$ cat src/rtl/fir_pkg.sv
// Shared constants and state encoding for the serial FIR datapath.
// Used by the tap sequencer, its sample buffer and the coefficient ROM.
package fir_pkg;

  localparam int DEF_WIDTH_DATA  = 8;
  localparam int DEF_WIDTH_COEF0 = 8;
  localparam int DEF_LOG2_N_TAPS = 4;
  localparam int DEF_N_TAPS      = 2 ** DEF_LOG2_N_TAPS;

  typedef enum logic [1:0] {
    IDLE  = 2'd0,
    MAC   = 2'd1,
    DRAIN = 2'd2,
    DONE  = 2'd3
  } fir_state_e;

  // Growth of log2(taps) bits covers the worst-case sum of products.
  function automatic int fir_acc_width(
    input int wd,
    input int wc,
    input int lg
  );
    return wd + wc + lg;
  endfunction

  localparam int DEF_WIDTH_ACC =
    fir_acc_width(DEF_WIDTH_DATA, DEF_WIDTH_COEF0, DEF_LOG2_N_TAPS);

endpackage

$ cat src/rtl/fir_sample_buffer.sv
// Circular sample history: synchronous write, registered indexed read.
// Reset clears every entry so missing history reads as zero.
module fir_sample_buffer
  import fir_pkg::*;
#(
  parameter int WIDTH_DATA  = DEF_WIDTH_DATA,
  parameter int N_TAPS      = DEF_N_TAPS,
  parameter int LOG2_N_TAPS = DEF_LOG2_N_TAPS
) (
  input  logic                   clk,
  input  logic                   reset,
  input  logic                   wr_en_i,
  input  logic [LOG2_N_TAPS-1:0] wr_addr_i,
  input  logic [WIDTH_DATA-1:0]  wr_data_i,
  input  logic [LOG2_N_TAPS-1:0] rd_addr_i,
  output logic [WIDTH_DATA-1:0]  rd_data_o
);

  logic [WIDTH_DATA-1:0] mem_q [N_TAPS];
  logic [WIDTH_DATA-1:0] rd_q;

  always_ff @(posedge clk) begin
    if (reset) begin
      for (int i = 0; i < N_TAPS; i++) begin
        mem_q[i] <= '0;
      end
      rd_q <= '0;
    end else begin
      if (wr_en_i) begin
        mem_q[wr_addr_i] <= wr_data_i;
      end
      rd_q <= mem_q[rd_addr_i];
    end
  end

  assign rd_data_o = rd_q;

endmodule

$ cat src/rtl/fir_tap_sequencer.sv
// Serial FIR controller: walks the coefficient ROM one tap per cycle
// and multiply-accumulates against the matching delayed sample.
module fir_tap_sequencer
  import fir_pkg::*;
#(
  parameter int WIDTH_DATA  = DEF_WIDTH_DATA,
  parameter int WIDTH_COEF0 = DEF_WIDTH_COEF0,
  parameter int N_TAPS      = DEF_N_TAPS,
  parameter int LOG2_N_TAPS = DEF_LOG2_N_TAPS,
  parameter int WIDTH_ACC   =
    fir_acc_width(WIDTH_DATA, WIDTH_COEF0, LOG2_N_TAPS)
) (
  input  logic                   clk,
  input  logic                   reset,
  input  logic                   in_valid,
  input  logic [WIDTH_DATA-1:0]  in_data,
  output logic                   in_ready,
  output logic [LOG2_N_TAPS-1:0] rom_address,
  input  logic [WIDTH_COEF0-1:0] rom_data,
  output logic                   out_valid,
  output logic [WIDTH_ACC-1:0]   out_data,
  input  logic                   out_ready
);

  localparam int WP = WIDTH_DATA + WIDTH_COEF0;
  localparam logic [LOG2_N_TAPS-1:0] K_LAST =
    LOG2_N_TAPS'(N_TAPS - 1);

  fir_state_e state_q, state_d;
  logic [LOG2_N_TAPS-1:0] wr_ptr_q, wr_ptr_d;
  logic [LOG2_N_TAPS-1:0] base_q, base_d;
  logic [LOG2_N_TAPS-1:0] k_q, k_d;
  logic                   pipe_v_q, pipe_v_d;
  logic signed [WIDTH_ACC-1:0] acc_q, acc_d;

  logic                   buf_we;
  logic [LOG2_N_TAPS-1:0] rd_addr;
  logic [WIDTH_DATA-1:0]  samp_q;
  logic signed [WP-1:0]   prod;
  logic signed [WIDTH_ACC-1:0] prod_ext;

  fir_sample_buffer #(
    .WIDTH_DATA  (WIDTH_DATA),
    .N_TAPS      (N_TAPS),
    .LOG2_N_TAPS (LOG2_N_TAPS)
  ) u_buf (
    .clk       (clk),
    .reset     (reset),
    .wr_en_i   (buf_we),
    .wr_addr_i (wr_ptr_q),
    .wr_data_i (in_data),
    .rd_addr_i (rd_addr),
    .rd_data_o (samp_q)
  );

  // samp_q and rom_data both lag k by one cycle, so they pair up.
  assign rd_addr  = base_q - k_q;
  assign prod     = $signed(samp_q) * $signed(rom_data);
  assign prod_ext = {{(WIDTH_ACC-WP){prod[WP-1]}}, prod};

  assign in_ready    = (state_q == IDLE) & ~reset;
  assign rom_address = (state_q == MAC) ? k_q : '0;
  assign out_valid   = (state_q == DONE);
  assign out_data    = acc_q;

  always_comb begin
    state_d  = state_q;
    wr_ptr_d = wr_ptr_q;
    base_d   = base_q;
    k_d      = k_q;
    pipe_v_d = pipe_v_q;
    acc_d    = acc_q;
    buf_we   = 1'b0;
    unique case (state_q)
      IDLE: begin
        if (in_valid) begin
          buf_we   = 1'b1;
          base_d   = wr_ptr_q;
          wr_ptr_d = wr_ptr_q + 1'b1;
          acc_d    = '0;
          k_d      = '0;
          pipe_v_d = 1'b0;
          state_d  = MAC;
        end
      end
      MAC: begin
        pipe_v_d = 1'b1;
        k_d      = k_q + 1'b1;
        if (pipe_v_q) begin
          acc_d = acc_q + prod_ext;
        end
        if (k_q == K_LAST) begin
          state_d = DRAIN;
        end
      end
      DRAIN: begin
        acc_d    = acc_q + prod_ext;
        pipe_v_d = 1'b0;
        state_d  = DONE;
      end
      DONE: begin
        if (out_ready) begin
          state_d = IDLE;
        end
      end
      default: state_d = IDLE;
    endcase
  end

  always_ff @(posedge clk) begin
    if (reset) begin
      state_q  <= IDLE;
      wr_ptr_q <= '0;
      base_q   <= '0;
      k_q      <= '0;
      pipe_v_q <= 1'b0;
      acc_q    <= '0;
    end else begin
      state_q  <= state_d;
      wr_ptr_q <= wr_ptr_d;
      base_q   <= base_d;
      k_q      <= k_d;
      pipe_v_q <= pipe_v_d;
      acc_q    <= acc_d;
    end
  end

endmodule

$ cat config.mk
export PLATFORM = sky130hd
export DESIGN_NAME = fir_tap_sequencer
export DESIGN_NICKNAME = d
export VERILOG_FILES = /design/src/rtl/fir_pkg.sv /design/src/rtl/fir_sample_buffer.sv /design/src/rtl/fir_tap_sequencer.sv
export SDC_FILE = /design/constraint.sdc
export NUM_CORES = 1
export LEC_CHECK = 0
export ABC_AREA = 1
export CAP_MARGIN = 20
export CORE_MARGIN = 8
export CORE_UTILIZATION = 62
export CTS_CLUSTER_SIZE = 20
export DETAILED_ROUTE_END_ITERATION = 6
export PLACE_DENSITY = 0.82
export SYNTH_ARGS = -nofsm -noshare
export SYNTH_HDL_FRONTEND = slang
export SYNTH_SLANG_ARGS = --single-unit
$ cat constraint.sdc
create_clock -name clk -period 6.2 [get_ports clk]
set_input_delay 0.62 -clock clk [delete_from_list [all_inputs] [get_ports clk]]
set_output_delay 0.62 -clock clk [all_outputs]
set_load 0.1 [all_outputs]
==> results, run 1 <==
- The path class of the tightest hold or removal check is register to register.
- For this run, the total global-route usage over all layers was measured as 0.234.
- The total of cells resized after clock tree synthesis is 0.
- The effective utilization at floorplan is 0.625.
- Of the synthesized area, sequential elements account for 0.408.
- During synthesis, Yosys emitted a total of 0 warnings.
- The number of storage elements in the synthesis netlist is 171.
- The count of final max-slew check failures is 0.
- The primary flip-flop cell chosen by synthesis mapping is sky130_fd_sc_hd__edfxtp_1.
- The tree is rooted in a sky130_fd_sc_hd__clkbuf_16.
- In the final routed layout, each cell accounts on average for 16.9 microns.
- The post-layout minimum cycle time is 5.35 ns.
- The number of nets in the synthesized netlist is 1454.
- The largest clock skew in the final design is 0.00862 ns.
- Detailed placement ended at an HPWL of 18700 microns.
- Measured along the y axis, the die boundary spans 152 microns.
- The congestion estimate from routability-driven global placement came to 0.898.
- Timing would allow up to 187 MHz.
- Data on the critical path is required at its endpoint by 6.57 ns.
- The initial detailed-routing violation count is 786.
- The fraction of the mapped netlist area in simple logic gates is 0.177.
- The post-synthesis cell type count is 41.
- The per-cell via count in the routed design is 5.67.
- By area, the combinational part of the netlist is dominated by adder cells.
- The number of clock buffers added by TritonCTS is 17.
- The worst setup path is captured at a register.
- On the worst path, the slowest cell contributes a delay of 0.66 ns.
- Wires add up to 26200 microns.
- The first detailed-routing pass took 7 iterations.
- The final antenna diode count is 0.
- Setup repair after global routing left no endpoint under its margin.
- The global-route wire length before repair is 43700 microns.
- The region available for standard cell placement spans 18500 sq um.
- The floorplan step defined a die boundary enclosing 23200 sq um.
- The cell repeated most along the worst path is sky130_fd_sc_hd__nand2_1.
- The clock tree from TritonCTS is yes.
- The H-tree level count is 4.
- Post-CTS timing repair inserted 0 buffers for setup.
- The post-synthesis compound-gate area fraction came to 0.0804.
- The via count of the first global-routing pass is 8850.
- The I/O pin count is 46.
- Once detail routing completed, the nets flagged for antenna violations numbered 0.
- The final count of negative-setup-slack endpoints is 0.
- For this run, the post-layout net count is 1469.
- Of the total synthesized cell area, the portion taken by full adders, half adders and majority gates is 0.218.
- The sum of buffers and inverters on the critical path is 3.
- The area overhead of the layout relative to synthesis is 8.87%.
- Entering global routing, the biggest net connects 66 pins.
- For the pin with the worst max-slew slack, the measured transition is 0.987 ns.
- The setup slack of the critical path after layout is 0.846 ns.
- The number of antenna violations at the first check in global routing is 0.
- The final hold violation count is 0.
- After technology mapping, the gate count stands at 1286.
- The worst setup path is launched from a primary input.
- Of the post-synthesis cell area, the part taken by muxes is 0.0147.
- The count of max-cap constraint violations is 0.
- Timing analysis after detailed placement gives a worst setup slack of 0.391 ns.
- The aggregate global routing overflow is 0.
- Buffers inserted to repair hold after CTS numbered 0.
- For this run, design rule violations remaining after detail routing come to 0.
- The count of flip-flops with a built-in enable after synthesis is 128.
- The mean instance size in the synthesized netlist is 8.97 sq um.
- The longest clock path from root to sink contains 2 buffers.
- The arrival time at the worst endpoint is 5.73 ns.
- Of all flip-flops after synthesis, the portion carrying an async set or reset was 0.
- The largest fanout on the critical path is 12.
- The critical path's top delay family is adder cells.
- Clock-pin slew was measured on the worst setup and hold paths at 0.07 ns.
- The row count is 50.
- The via total after detailed routing is 8770.
- Traced cell by cell, the critical path runs through clkdlybuf4s50_1, nand2_1, inv_1, fa_1, fa_1, fa_1, fa_1, ha_1, ha_1, nand2_1, inv_1, a21oi_1, nand2_1, nand2_1, nand2_1, nand3_1, nand3_1, a21oi_1.
- During placement, the flow inserted port buffers numbering 45.
- The worst setup path is of the primary input to register kind.
- The synthesized area is 11500 sq um.
- The die extent in x is 152 microns.
- Of the total synthesized cell area, the portion taken by XOR and XNOR cells is 0.00672.
- The run finished with clean final reports.
- At the later pin of the worst-skew pair, clock insertion delay measures 0.44 ns.
- The remaining max-slew budget at the tightest pin is 0.340.
- For this design, the sink count on the clock tree is 171.
- In the finished design, the share of the clock period the worst path needs comes to 0.864.
- In the final layout, the share of cells above drive strength 1 is 0.0564.
- The critical-path cell with the highest stage delay is sky130_fd_sc_hd__clkdlybuf4s50_1.
- The accumulated negative setup slack is 0 ns.
[cells in the final DEF (no fill, tap or decap), drive strengths merged, types with 3 or more instances in the layout]
cell type,netlist,routed
clkdlybuf4s50,0,45
edfxtp,128,128
nand4,4,4
nor3,5,5
clkinv,1,8
ha,59,59
mux2,8,8
dfxtp,43,43
o22ai,9,9
o32ai,8,8
inv,206,207
or2,5,5
nand2,201,201
xnor2,3,3
clkinvlp,0,4
buf,26,6
o21ai,101,101
clkbuf,29,18
nor2,263,263
mux2i,8,8
nand3,28,28
a21oi,49,49
fa,89,89
[tightest hold or removal path, cell delays in order (launching register included)]
cell,delay (ns)
sky130_fd_sc_hd__dfxtp_1,0.30
sky130_fd_sc_hd__inv_1,0.07
sky130_fd_sc_hd__a21oi_1,0.06
[layout make-up]
class | instances | area, sq um
Multi-Input combinational cell | 853 | 5740
Fill cell | 1405 | 5890
Sequential cell | 171 | 4700
Clock buffer | 18 | 429
Tap cell | 234 | 293
Inverter | 207 | 777
Timing Repair Buffer | 51 | 515
Clock inverter | 13 | 104
[sequential cells by signal, summed over array words and instances (netlist names)]
signal,flops
base_q,4
k_q,4
out_data,20
pipe_v_q,1
state_q,2
u_buf.mem_q,128
u_buf.rd_data_o,8
wr_ptr_q,4
[cell families (layout without fill, tap and decap cells)]
logic type | count (synthesis) | in the layout
and+or+nand+nor | 511 | 511
DFF | 171 | 171
AOI/OAI and AO/OA | 173 | 173
buffers and inverters | 262 | 289
muxes | 16 | 16
adders and majority gates | 148 | 148
xor gates and xnor gates | 5 | 5
[final timing paths]
path                           start           end  slack, ns  cells past startpoint
setup / recovery         rom_data[0]  out_data[19]       0.85                     18
hold / removal              pipe_v_q      pipe_v_q       0.47                      2
setup reg to reg  u_buf.rd_data_o[7]  out_data[19]       1.18                     17
hold reg to reg             pipe_v_q      pipe_v_q       0.47                      2
[routing by layer]
metal / wire (microns) / vias up / GRT usage
met5: 0 / - / 0
met4: 730 / 0 / 0.0961
met3: 1870 / 62 / 0.0346
met2: 13100 / 372 / 0.392
met1: 10500 / 4233 / 0.300
li1: - / 4103 / -
[stage by stage]
step	hold slack [ns]	cell area [sq um]	cells	util
finish	0.475	12600	1547	0.681
global route	0.497	12600	1547	0.681
CTS	0.478	12500	1546	0.680
detailed placement	0.446	12000	1515	0.651
global placement	0.440	12000	1514	0.650
floorplan	0.429	11500	1286	-
[synth_stat cells, types with 9 or more instances]
cell type,number,area share
sky130_fd_sc_hd__dfxtp_1,43,0.075
sky130_fd_sc_hd__o22ai_1,9,0.0049
sky130_fd_sc_hd__o21ai_0,75,0.033
sky130_fd_sc_hd__o21ai_1,24,0.010
sky130_fd_sc_hd__nand2_1,200,0.065
sky130_fd_sc_hd__inv_1,202,0.066
sky130_fd_sc_hd__a21oi_1,49,0.021
sky130_fd_sc_hd__edfxtp_1,128,0.33
sky130_fd_sc_hd__nor2_2,16,0.0087
sky130_fd_sc_hd__clkbuf_1,29,0.0094
sky130_fd_sc_hd__fa_1,89,0.15
sky130_fd_sc_hd__ha_1,59,0.064
sky130_fd_sc_hd__nor2_1,247,0.080
sky130_fd_sc_hd__nand3_1,28,0.012
sky130_fd_sc_hd__buf_4,10,0.0065
Power of run 1 is not shown: default switching activity piles up to over one toggle a cycle in this logic, so the estimate is an artifact.
==> run 2: changes to the inputs <==
--- a/config.mk
+++ b/config.mk
@@ -5,7 +5,6 @@
 export SDC_FILE = /design/constraint.sdc
 export NUM_CORES = 1
 export LEC_CHECK = 0
-export ABC_AREA = 1
 export CAP_MARGIN = 20
 export CORE_MARGIN = 8
 export CORE_UTILIZATION = 62
==> run 2 against run 1 <==
Against the previous run:
- count of clock-buffer cells in the layout up 1
- cell count down 21%
- global-route usage is 2.1 points lower
- wire length decreased by 15%
- synthesized area down 2.4%
- first-iteration DRC count decreased by 51%
- critical endpoint is now out_data[17]
- largest cell class unchanged
==> results, run 2 <==
- The flow ran to the end, and the final reports show no timing, DRC or antenna violations.
- The number of sinks driven by the clock tree was 171 (unchanged).
- The count of final max-slew check failures is 0 (unchanged).
- The number of nets in the layout is 1154 (-21%).
- Traced cell by cell, the critical path runs through clkdlybuf4s50_1, and2_1, inv_1, fa_1, inv_1, fa_1, fa_1, fa_1, fa_1, ha_1, and3_4, a2111oi_4, a22oi_2, a21oi_2, nor2b_1, o2111ai_1, o211ai_1.
- Among all cell types in the netlist, the one instantiated most often is sky130_fd_sc_hd__and2_1.
- The aggregate global routing overflow came to 0 (unchanged).
- Setup repair after global routing left no endpoint under its margin.
- The number of fill cells is 1291 (-8.1%).
- The mean instance size in the synthesized netlist came to 12.0 sq um (+33%).
- The biggest area consumer among synthesized cells is sky130_fd_sc_hd__edfxtp_1.
- The share of synthesized area spent on multiplexers came to 0.0711 (+0.0563).
- The global-route wire length before repair is 38000 microns (-13%).
- The count of antenna-violating nets left after detailed routing is 0 (unchanged).
- The final antenna diode count was 0 (unchanged).
- The H-tree level count came to 4 (unchanged).
- By count the netlist is led by sky130_fd_sc_hd__and2_1 (165), sky130_fd_sc_hd__edfxtp_1 (128), sky130_fd_sc_hd__inv_1 (109), sky130_fd_sc_hd__fa_1 (89), sky130_fd_sc_hd__ha_1 (59).
- The area of the core region is 17900 sq um (-3.0%).
- The final hold violation count is 0 (unchanged).
- The xor/xnor cell area share of the yosys netlist was 0.0194 (+0.0127).
- The die extent in x is 151 microns (-1.1%).
- The achievable frequency is 183 MHz (-1.9%).
- The routability-driven placement congestion ratio is 0.853 (-5.0%).
- The count of flip-flops with a built-in enable after synthesis is 128 (unchanged).
- The remaining max-slew budget at the tightest pin is 0.314 (-0.0262).
- The area enclosed by the die boundary came to 22700 sq um (-2.1%).
- The total of cells resized after clock tree synthesis was 0 (unchanged).
- The row count is 49 (-2.0%).
- Leaving out fill and tap cells, the most frequent cells in the layout are sky130_fd_sc_hd__and2_1 (165), sky130_fd_sc_hd__edfxtp_1 (128), sky130_fd_sc_hd__inv_1 (109), sky130_fd_sc_hd__fa_1 (89), sky130_fd_sc_hd__ha_1 (58).
- The register name with the most flops is u_buf.mem_q.
- The estimated wirelength of the detail-placed design is 17100 microns (-8.5%).
- The worst hold path belongs to the class register to register.
- Leaving out fill and tap cells, the most frequent cell in the layout is sky130_fd_sc_hd__and2_1.
- The number of post-CTS setup repair buffers was 0 (unchanged).
- The clock tree from TritonCTS is yes.
- For this run, the leading register cell type out of synthesis is sky130_fd_sc_hd__edfxtp_1.
- The initial detailed-routing violation count is 385 (-51%).
- The routed wire length came to 22300 microns (-15%).
- The count of buffers from port buffering came to 45 (unchanged).
- The via count of the first global-routing pass is 7448 (-16%).
- By startpoint and endpoint, the worst setup path is classified as primary input to register.
- By area the synthesized netlist is led by sky130_fd_sc_hd__edfxtp_1 (34%), sky130_fd_sc_hd__fa_1 (16%), sky130_fd_sc_hd__and2_1 (9.2%).
- The deepest clock path buffer count is 2 (unchanged).
- Compared with the post-synthesis result, the final layout area differs by 11.1%.
- The per-cell via count in the routed design is 5.59 (-1.4%).
- The power per cell area is 548 nW/um^2.
- The maximum number of pins on one net before global-route repair is 57 (-14%).
- The final standard cell utilization of the core is 0.699 (+0.0185).
- The synthesized netlist cell count came to 942 (-27%).
- The final count of negative-setup-slack endpoints is 0 (unchanged).
- The adder and majority cell fraction of the synthesized area is 0.224 (+0.00526).
- The clock transition at the register clock pins on the worst setup and hold paths after CTS is 0.06 ns (about the same).
- The post-synthesis cell type count is 50 (+22%).
- The vertical die dimension is 151 microns (-1.1%).
- The fraction of the mapped netlist area in simple logic gates was 0.158 (-0.0192).
- The synthesized area is 11300 sq um (-2.4%).
- The period utilization came to 0.880 (+0.0168).
- The number of cells traversed by the worst hold path was 2 (unchanged).
- The critical path startpoint category is a primary input.
- The accumulated negative setup slack is 0 ns (unchanged).
- The effective utilization at floorplan is 0.630 (+0.00415).
- The cell repeated most along the worst path is sky130_fd_sc_hd__fa_1.
- The post-synthesis compound-gate area fraction was 0.0588 (-0.0216).
- The yosys synthesis warning count is 0 (unchanged).
- The nature of the critical path endpoint is a register.
- The detailed-route DRC error count is 0 (unchanged).
- The slowest stage of the critical path is the sky130_fd_sc_hd__clkdlybuf4s50_1 cell.
- The detailed-router iteration count before antenna repair is 4 (-3).
- The largest clock skew in the final design came to 0.00747 ns (-0.00115 ns).
- The top cell type's share of synthesized area is 0.341 (+0.00802).
- The number of antenna violations at the first check in global routing is 0 (unchanged).
- The tightest hold margin is 0.480 ns (+0.00570 ns).
- The via total after detailed routing is 6858 (-22%).
- The static power due to leakage is 5.23 nW.
- The share of layout cells above drive strength 1 is 0.103 (+0.0468).
- The arrival time at the worst endpoint came to 5.76 ns (+0.03 ns).
- The worst-case IR drop observed on VDD is 0.348 mV.
- The I/O pin count is 46 (unchanged).
- The largest fanout on the critical path is 8 (-4).
- The largest stage delay on the critical path is 0.64 ns (-0.02 ns).
- The routed length per placed instance came to 18.2 microns (+7.2%).
- By area, the combinational part of the netlist is dominated by adder cells.
- The slew at the pin with the worst max-slew slack is 1.03 ns (+0.0391 ns).
- The sequential element share of the synthesized area is 0.417 (+0.00982).
- The number of flip-flops in the largest register came to 128 (unchanged).
- The number of storage elements in the synthesis netlist came to 171 (unchanged).
- The TritonCTS buffer count came to 17 (unchanged).
- The count of max-cap constraint violations is 0 (unchanged).
- The number of nets in the synthesized netlist came to 1110 (-24%).
- The clock latency of the later-clocked register in the worst-skew pair was 0.43 ns (about the same).
- The fraction of registers with async set or reset after synthesis is 0 (unchanged).
- The post-layout minimum cycle time is 5.46 ns (+0.104 ns).
- The count of hold buffers inserted by post-cts repair is 0 (unchanged).
- The endpoint required time on the critical path came to 6.50 ns (-0.07 ns).
- The number of cell instances on the worst register-to-register path is 16 (-1).
- The overall track demand over capacity in global routing is 0.213 (-0.0209).
- The CTS root buffer is sky130_fd_sc_hd__clkbuf_16.
## run 2: cell types whose count changed after synthesis, sizes merged, moves of 18 or more
cell and delta:
a21oi -24, and2 +165, buf -18, inv -97
mux4 +32, nand2 -147, nand3 -18, nor2 -216
o21ai -91
## run 2: cell families after synthesis
| family | after synthesis |
|---|---|
| AOI/OAI and AO/OA | 90 |
| xor gates and xnor gates | 25 |
| adders and majority gates | 148 |
| buffers and inverters | 143 |
| DFF | 171 |
| muxes | 40 |
| and+or+nand+nor | 325 |
## run 2: cell type report
| type | count | area (sq um) | share of cell area |
|---|---|---|---|
| Sequential cell | 171 | 4700 | 0.376 |
| Multi-Input combinational cell | 628 | 5990 | 0.478 |
| Timing Repair Buffer | 58 | 543 | 0.0434 |
| Inverter | 110 | 413 | 0.0330 |
| Clock buffer | 19 | 433 | 0.0346 |
| Tap cell | 229 | 287 | 0.0229 |
| Clock inverter | 12 | 150 | 0.0120 |
## run 2: report_power, final
group / internal, W / switching (W)
Clock: 0.000628 / 0.000423
Sequential: 0.00134 / 0.000110
Combinational: 0.00188 / 0.00249
Total: 0.00385 / 0.00302
## run 2: critical path, delay by kind of cell
kind	cells	cell delay, ns
and+or+nand+nor	3	0.49
adders and majority gates	6	2.82
buffers and inverters	3	0.74
AOI/OAI and AO/OA	5	1.09
## run 2: final timing paths
| kind | start | end | slack [ns] |
|---|---|---|---|
| worst max-delay path | rom_data[0] | out_data[17] | 0.74 |
| worst min-delay path | base_q[2] | base_q[2] | 0.48 |
| worst max register to register | u_buf.rd_data_o[7] | out_data[17] | 1.06 |
| worst min register to register | base_q[2] | base_q[2] | 0.48 |
## run 2: routing by layer
metal | wire [microns] | global-route usage
met5 | 0 | 0
met3 | 819 | 0.0373
met4 | 410 | 0.0653
met2 | 11400 | 0.370
met1 | 9670 | 0.267
## run 2: metrics by stage
stage / std cells / area, sq um / total power, W / setup slack (ns)
6_report: 1227 / 12500 / 0.00687 / 0.742
5_1_grt: 1227 / 12500 / 0.00747 / 0.465
4_1_cts: 1227 / 12500 / 0.00690 / 0.722
3_5_place_dp: 1196 / 11900 / 0.00580 / 0.323
3_3_place_gp: 1196 / 11900 / 0.00565 / 0.402
2_1_floorplan: 942 / 11300 / 0.00489 / 0.710
Power figures use the tool's default switching activity.
==> run 3: changes to the inputs <==
--- a/config.mk
+++ b/config.mk
@@ -7,10 +7,11 @@
 export LEC_CHECK = 0
 export CAP_MARGIN = 20
 export CORE_MARGIN = 8
-export CORE_UTILIZATION = 62
+export CORE_UTILIZATION = 31
 export CTS_CLUSTER_SIZE = 20
 export DETAILED_ROUTE_END_ITERATION = 6
-export PLACE_DENSITY = 0.82
+export GPL_ROUTABILITY_DRIVEN = 0
+export PLACE_DENSITY = 0.47
 export SYNTH_ARGS = -nofsm -noshare
 export SYNTH_HDL_FRONTEND = slang
 export SYNTH_SLANG_ARGS = --single-unit
==> run 3 against run 2 <==
Against the previous run:
- count of clock-buffer cells in the layout shrank 2
- cell area up 3.4%
- sequential cell count did not move
- highest routed layer unchanged
- clock skew increased by 0.0033 ns
- utilization fell by 34 points
- via count down 2.3%
==> results, run 3 (same netlist as run 2, synthesis figures left out) <==
- The register area is 4700 sq um (unchanged).
- The endpoint required time on the critical path is 6.51 ns (about the same).
- Setup repair after global routing left no endpoint under its margin.
- The count of hold buffers inserted by post-cts repair is 0 (unchanged).
- Tracing the worst setup path back leads to its startpoint at rom_data[0].
- The count of final max-slew check failures was 0 (unchanged).
- The start-to-end type of the worst setup path is primary input to register.
- The final antenna diode count is 0 (unchanged).
- Relative to the synthesized area, the layout overhead comes to 14.8%.
- The worst register-to-register path begins at u_buf.rd_data_o[7].
- The register-to-register path setup slack is 1.05 ns (about the same).
- The CTS root buffer is sky130_fd_sc_hd__clkbuf_16.
- The arrival time at the worst endpoint is 5.78 ns (+0.02 ns).
- The area taken by multi-input logic gates is 5990 sq um (unchanged).
- The deepest clock path buffer count is 2 (unchanged).
- The static power due to leakage is 5.30 nW (+1.3%).
- The I/O pin count was 46 (unchanged).
- The estimated wirelength of the detail-placed design came to 19300 microns (+13%).
- The clock transition at the register clock pins on the worst setup and hold paths after CTS came to 0.07 ns (about the same).
- The capture instance of the worst register-to-register path is out_data[17].
- The row count was 70 (+43%).
- The overall track demand over capacity in global routing is 0.126 (-0.0871).
- The leading cell type in the layout, fill and taps excluded is sky130_fd_sc_hd__and2_1.
- The global-route wire length before repair is 41500 microns (+9.3%).
- The via count of the first global-routing pass is 7235 (-2.9%).
- The number of fill cells is 3578 (+180%).
- The setup slack of the critical path after layout is 0.732 ns (-0.00987 ns).
- The effective utilization at floorplan is 0.312 (-0.318).
- The detailed-route DRC error count is 0 (unchanged).
- The period utilization was 0.882 (+0.00159).
- The endpoint of the most critical setup path is out_data[18].
- The area of the core region is 36200 sq um (+100%).
- The final count of negative-setup-slack endpoints is 0 (unchanged).
- The post-layout instance count excluding filler cells came to 1470 (+20%).
- The count of max-cap constraint violations is 0 (unchanged).
- The count of buffers from port buffering was 45 (unchanged).
- The number of antenna violations at the first check in global routing came to 0 (unchanged).
- The largest fanout on the critical path is 12 (+4).
- The count of antenna-violating nets left after detailed routing is 0 (unchanged).
- The routed wire length is 25100 microns (+13%).
- The clock tree from TritonCTS is yes.
- The achievable frequency is 183 MHz (-0.18%).
- The die extent in x is 207 microns (+37%).
- The clock latency of the later-clocked register in the worst-skew pair is 0.42 ns (about the same).
- In the layout the commonest cells are sky130_fd_sc_hd__and2_1 (165), sky130_fd_sc_hd__edfxtp_1 (128), sky130_fd_sc_hd__inv_1 (109), sky130_fd_sc_hd__fa_1 (89), sky130_fd_sc_hd__ha_1 (58).
- The number of sinks driven by the clock tree was 171 (unchanged).
- The via total after detailed routing is 6703 (-2.3%).
- The vertical die dimension is 207 microns (+37%).
- The area enclosed by the die boundary is 42700 sq um (+88%).
- The post-layout minimum cycle time is 5.47 ns (+0.00987 ns).
- The number of cell instances on the worst register-to-register path is 16 (unchanged).
- The critical path startpoint category is a primary input.
- The initial detailed-routing violation count is 257 (-33%).
- The detailed-router iteration count before antenna repair is 4 (unchanged).
- The power per cell area was 544 nW/um^2 (-0.73%).
- The tightest hold margin was 0.454 ns (-0.0262 ns).
- The number of nets in the layout is 1157 (+0.26%).
- The total of cells resized after clock tree synthesis is 0 (unchanged).
- The number of flip-flops in the largest register was 128 (unchanged).
- The accumulated negative setup slack is 0 ns (unchanged).
- The slew at the pin with the worst max-slew slack came to 1.01 ns (-0.0146 ns).
- The nature of the critical path endpoint is a register.
- The routed length per placed instance is 17.1 microns (-5.8%).
- The aggregate global routing overflow came to 0 (unchanged).
- The maximum number of pins on one net before global-route repair is 38 (-33%).
- The per-cell via count in the routed design is 4.56 (-18%).
- The flow ran to the end, and the final reports show no timing, DRC or antenna violations.
- The path class of the tightest hold or removal check is register to register.
- u_buf.mem_q holds more flip-flops than any other register.
- The share of layout cells above drive strength 1 is 0.110 (+0.00657).
- The remaining max-slew budget at the tightest pin is 0.324 (+0.00979).
- The final hold violation count is 0 (unchanged).
- The post-place setup slack is 0.304 ns (-0.0187 ns).
- The number of post-CTS setup repair buffers came to 0 (unchanged).
- The TritonCTS buffer count is 17 (unchanged).
- The highest ir drop seen on vdd was 0.223 mV (-36%).
- The H-tree level count is 4 (unchanged).
- The largest clock skew in the final design is 0.0108 ns (+0.00330 ns).
- The total instance count after detailed placement is 1438 (+20%).
-- run 3: cell count changes in the layout (fill, tap and decap cells not counted), sizes merged --
cell | before | now
clkinvlp | 4 | 2
inv | 109 | 114
clkbuf | 19 | 17
buf | 14 | 17
bufinv | 3 | 6
clkinv | 6 | 3
-- run 3: through the flow --
stage                     utilization  instance area, sq um  power, W
after floorplan                     -                 11300   0.00489
after global placement          0.339                 12300   0.00589
after detailed placement        0.339                 12300   0.00585
after CTS                       0.358                 12900   0.00716
after global routing            0.358                 12900   0.00775
final                           0.358                 12900   0.00705
-- run 3: worst min-delay path by stage --
stage,startpoint,endpoint,cells past startpoint
2_1_floorplan,base_q[0],base_q[0],2
3_3_place_gp,base_q[0],base_q[0],2
3_5_place_dp,base_q[0],base_q[0],2
4_1_cts,base_q[0],base_q[0],2
5_1_grt,base_q[0],base_q[0],2
6_report,base_q[0],base_q[0],2
-- run 3: routing by layer --
metal	global-route usage	routed length (microns)	share of wire	up-vias
li1	-	-	-	3272
met1	0.173	12400	0.49	3326
met2	0.209	12000	0.48	99
met3	0.0186	664	0.026	6
met4	0.0234	127	0.0051	0
met5	0	0	0	-
-- run 3: layout make-up --
type / instances / share of cell area
timing repair buffer: 61 / 0.0437
multi-input combinational: 628 / 0.463
clock inverter: 15 / 0.0200
tap: 468 / 0.0452
clock buffer: 17 / 0.0329
sequential: 171 / 0.363
inverter: 110 / 0.0319
-- run 3: worst max-delay path: stages --
cell and delay (ns):
sky130_fd_sc_hd__clkdlybuf4s50_1 0.56, sky130_fd_sc_hd__and2_1 0.25, sky130_fd_sc_hd__buf_4 0.21, sky130_fd_sc_hd__fa_1 0.52
sky130_fd_sc_hd__inv_1 0.05, sky130_fd_sc_hd__fa_1 0.49, sky130_fd_sc_hd__inv_1 0.05, sky130_fd_sc_hd__fa_1 0.55
sky130_fd_sc_hd__fa_1 0.42, sky130_fd_sc_hd__ha_1 0.29, sky130_fd_sc_hd__ha_1 0.36, sky130_fd_sc_hd__a21o_1 0.25
sky130_fd_sc_hd__a21oi_2 0.19, sky130_fd_sc_hd__nand2_1 0.09, sky130_fd_sc_hd__o21ai_2 0.18, sky130_fd_sc_hd__a31oi_1 0.12
sky130_fd_sc_hd__or3_1 0.32, sky130_fd_sc_hd__a32o_1 0.24
-- run 3: power by group --
part / switching (W) / internal (W)
logic: 0.00249 / 0.00187
clock network: 0.000467 / 0.000766
registers: 0.000117 / 0.00134
total: 0.00307 / 0.00397
==> edit 1 (settings of run 2) <==
The package constant `DEF_WIDTH_DATA` goes from 8 to 10.
--- a/src/rtl/fir_pkg.sv
+++ b/src/rtl/fir_pkg.sv
@@ -4,3 +4,3 @@
 
-  localparam int DEF_WIDTH_DATA  = 8;
+  localparam int DEF_WIDTH_DATA  = 10;
   localparam int DEF_WIDTH_COEF0 = 8;
Interface: changed (resized in_data and out_data); port bits go from 46 to 50. No check against the original RTL was run, so the function may have changed too.
==> edit 1 against run 2 <==
- final cell count rose by 15%
- synthesized area is 17% higher
- design area rose by 18%
- via count up 19%
- power grew 17%
- routed wire length up 26%
- setup slack better by 87 ps
- sequential cell count rose by 36
- critical path type unchanged
- largest power group unchanged
- highest routed layer unchanged
==> edit 1: results (changes against run 2) <==
ff2ff_path_depth: 14  # -2
slowest_delay_ps: 760  # +120 ps
drt_iter0_drc: 515  # +34%
portBuffers: 49  # +8.9%
yosysWarnings: 0  # unchanged
yosys.area_share.xor_xnor_pct: 1.98  # +0.034 points
grt_max_degree: 41  # -28%
cts_max_level: 1  # -3
ir_drop_v: 0.000329  # -5.7%
gp_congestion: 0.857  # +0.42%
worst_path_max_delay_cell: "fa_1"
finClkSkew_ps: 9.31  # +1.84 ps
cp_max_fo: 10  # +2
synth-compound-area-share_pct: 5.19  # -0.69 points
ys_top_cells_by_area: "edfxtp_1, fa_1, and2_1"
synthMuxAreaShare_pct: 7.57  # +0.46 points
cts_max_path_buffers: 3  # +1
internal-power_uw: 4630  # +20%
grt_pass1_wl_um: 45000  # +19%
num_vias: 8187  # +19%
arrival_ps: 5780  # +20 ps
drive_gt1_share_pct: 10.0  # -0.31 points
synth_fa_ha_area_share_pct: 21.5  # -0.81 points
wl_per_cell_um: 19.9  # +9.6%
ys_types: 48  # -4.0%
drt_pass1_iterations: 6  # +2
seq_area_frac_synth_pct: 43.4  # +1.7 points
async_flop_share_pct: 0  # unchanged
fin_nets: 1310  # +14%
grt_usage_pct: 21.9  # +0.58 points
dp_hpwl_um: 19600  # +14%
status: "finished clean"
cts_inserted_buffers: 23  # +6
synth_edf_count: 160  # +25%
synth.top_cells.by_count: "and2_1, edfxtp_1, inv_1"
clock_latency_ps: 530  # +100 ps
p_leak_uw: 0.00617  # +18%
grt_pass1_vias: 8545  # +15%
[edit 1: cell count changes in the layout (fill, tap and decap cells not counted), sizes merged, moves of 5 or more]
cell    before  now
inv        109  114
clkbuf      19   35
a22o         5   10
fa          89  103
mux4        32   40
clkinv       6    1
edfxtp     128  160
nand2       54   59
and2       165  206
[edit 1: path summary, 6_finish.rpt]
| kind | startpoint | to | slack (ps) |
|---|---|---|---|
| worst max-delay path | rom_data[2] | out_data[21] | 830 |
| worst min-delay path | base_q[3] | base_q[3] | 470 |
| worst max register to register | u_buf.rd_data_o[9] | out_data[21] | 870 |
| worst min register to register | base_q[3] | base_q[3] | 470 |
[edit 1: layout make-up]
type / instances / area share [%]
repair buffers: 64 / 4.05
clock buffers: 34 / 4.53
clock inverters: 8 / 0.941
well taps: 275 / 2.33
flip-flops and latches: 207 / 38.9
multi-input cells: 714 / 46.4
inverters: 112 / 2.85
[edit 1: tightest hold or removal path, stage by stage (launching register included)]
cell and delay [ps]:
dfxtp_1 310, nand2_1 50, a21oi_1 50
[edit 1: power groups by stage]
stage	Sequential [uW]	Combinational, uW	Clock [uW]
2_1_floorplan	1900	3650	0
3_3_place_gp	1760	4670	0
3_5_place_dp	1760	4820	0
4_1_cts	1740	4890	1470
5_1_grt	1750	5450	1520
6_report	1740	4880	1450
[edit 1: through the flow]
stage | setup WS, ps | std cells | total power [uW] | hold WS, ps | cell area (um2)
after global placement | 427 | 1371 | 6420 | 446 | 13900
after global routing | 590 | 1414 | 8720 | 488 | 14800
final | 828 | 1414 | 8070 | 467 | 14800
after CTS | 853 | 1413 | 8090 | 470 | 14800
after detailed placement | 291 | 1371 | 6590 | 457 | 13900
after floorplan | 576 | 1091 | 5560 | 436 | 13200
[edit 1: cells by family (layout without fill, tap and decap cells)]
group           Yosys count  count (layout)
compound gates          100             100
xor+xnor                 29              29
fa+ha+maj               166             166
buf+inv                 170             218
flops                   207             207
mux                      50              50
simple gates            369             369
[edit 1: routing by layer]
layer | track usage, % | part of all wire, % | vias to the layer above
li1 | - | - | 3734
met1 | 27.9 | 40 | 4107
met4 | 6.61 | 2.7 | 0
met2 | 37.9 | 51 | 287
met3 | 3.37 | 6.5 | 59
met5 | 0 | 0 | -
==> edit 2 (config.mk and constraints of run 2) <==
Without the edit above. Take the reset off `rd_q` and load it in a clocked block of its own.
--- a/src/rtl/fir_sample_buffer.sv
+++ b/src/rtl/fir_sample_buffer.sv
@@ -26,3 +26,2 @@
       end
-      rd_q <= '0;
     end else begin
@@ -31,4 +30,7 @@
       end
-      rd_q <= mem_q[rd_addr_i];
     end
+  end
+
+  always_ff @(posedge clk) begin
+    rd_q <= mem_q[rd_addr_i];
   end
Function: not settled (the Yosys comparison gave no result); the edit may change what the design does.
==> edit 2 against run 2 <==
- setup slack better by 5.5 ps
- routed wire length is 2.7% higher
- final cell count is 0.90% higher
- synthesized cell count is 1.4% higher
- global-route usage is 0.29 points higher
- sequential share of layout area is 0.26 points lower
- synthesized area hardly changed
- design area is 0.69% higher
- sequential cell count stayed put
- count of clock-buffer cells in the layout is 2 lower
- fmax is 0.10% higher
Power is not shown: default switching activity piles up to over one toggle a cycle in this logic, so the estimate is an artifact.
==> edit 2: results (changes against run 2) <==
status: "finished clean"
cp_max_fo: 12  # +4
hold_path.class: "flip-flop to flip-flop"
synth_nets: 1123  # +1.2%
slew_headroom_pct: 33.9  # +2.5 points
postLayoutCellArea_um2: 12600  # +0.69%
dp_hpwl_um: 16700  # -2.7%
grt_pass1_wl_um: 37800  # -0.55%
cts_max_level: 4  # unchanged
seq_area_frac_synth_pct: 41.8  # about the same
grt_usage_pct: 21.6  # +0.29 points
slowest_delay_ps: 620  # -20 ps
cts-root-buf: "clkbuf_16"
fin_nets: 1164  # +0.87%
finClkSkew_ps: 11.8  # +4.30 ps
path_clk_slew_ps: 60  # about the same
finalWirelength_um: 22900  # +2.7%
yosysWarnings: 0  # unchanged
grt_pass1_vias: 7308  # -1.9%
top_register: "u_buf.mem_q"
met3WireLength_um: 1140  # +39%
diodes: 0  # unchanged
ys_types: 56  # +12%
drt_iter0_drc: 612  # +59%
ys_top_cells_by_area: "edfxtp_1, fa_1, and2_1"
fill_cells: 1274  # -1.3%
drt_pass1_iterations: 5  # +1
worst_path_max_delay_cell: "clkdlybuf4s50_1"
met1Wirelength_um: 9620  # -0.52%
highest-signal-layer: "met4"
post_cts_buffers: 0  # unchanged
antenna_found_initial: 0  # unchanged
async_flop_share_pct: 0  # unchanged
gp_congestion: 0.885  # +3.8%
drive_gt1_share_pct: 8.42  # -1.9 points
cts_resized: 0  # unchanged
cts_max_path_buffers: 2  # unchanged
synth.top_cells.by_count: "and2_1, edfxtp_1, inv_1"
clock_latency_ps: 440
vias_per_cell: 5.70  # +2.0%
wl_met2_um: 11600  # +2.2%
largest_reg_flops: 128  # unchanged
portBuffers: 45  # unchanged
arrival_ps: 5780  # +20 ps
place_area_um2: 11900  # about the same
cts_inserted_buffers: 17  # unchanged
gr-total-overflow: 0  # unchanged
critPathTopFamily: "adder cells"
synth_edf_count: 128  # unchanged
grt_max_degree: 48  # -16%
edit 2: cell types whose count changed in the layout (fill, tap and decap cells not counted), sizes merged, moves of 6 or more:
cell	delta
nand3	+6
a211oi	-6
nor2	-7
a22oi	-7
a21oi	+17
nand2	+9
edit 2: through the flow:
stage | hold WS (ps) | setup WS [ps] | instances
after floorplan | 436 | 820 | 955
after global placement | 449 | 476 | 1204
after detailed placement | 454 | 332 | 1205
after CTS | 463 | 766 | 1237
after global routing | 484 | 487 | 1238
final | 461 | 747 | 1238
edit 2: worst register-to-register path, delay by kind of cell (launching register included):
kind / cells / cell delay, ps
AO/OA/AOI/OAI: 5 / 1350
adder cells (fa/ha/maj): 6 / 2630
buffers and inverters: 1 / 270
flip-flops: 1 / 500
AND/OR/NAND/NOR: 2 / 300
edit 2: per-layer routing:
metal  GRT usage, %  vias up
met4           7.97        0
met1           27.7     3515
met5              0        -
met3           3.29       33
li1               -     3304
met2           36.5      209
edit 2: cell type report:
class                   count  share of cell area (%)
clock buffers              17                    3.37
flip-flops and latches    171                    37.3
well taps                 229                    2.27
clock inverters            15                    1.77
repair buffers             54                    4.21
multi-input cells         643                    47.8
inverters                 109                    3.25
edit 2: final timing paths:
kind	slack, ps	start	to	depth (start not counted)
hold reg to reg	460	base_q[0]	base_q[0]	2
setup / recovery	750	rom_data[0]	out_data[19]	15
setup reg to reg	1060	u_buf.rd_data_o[7]	out_data[19]	14
hold / removal	460	base_q[0]	base_q[0]	2
edit 2: kinds of logic after synthesis:
group	Yosys count	share of synthesized area (%)
and+or+nand+nor	336	16.2
DFF	171	41.8
adders and majority gates	148	22.4
AOI/OAI and AO/OA	95	5.85
buffers and inverters	141	4.81
muxes	41	7.20
xor gates and xnor gates	23	1.79
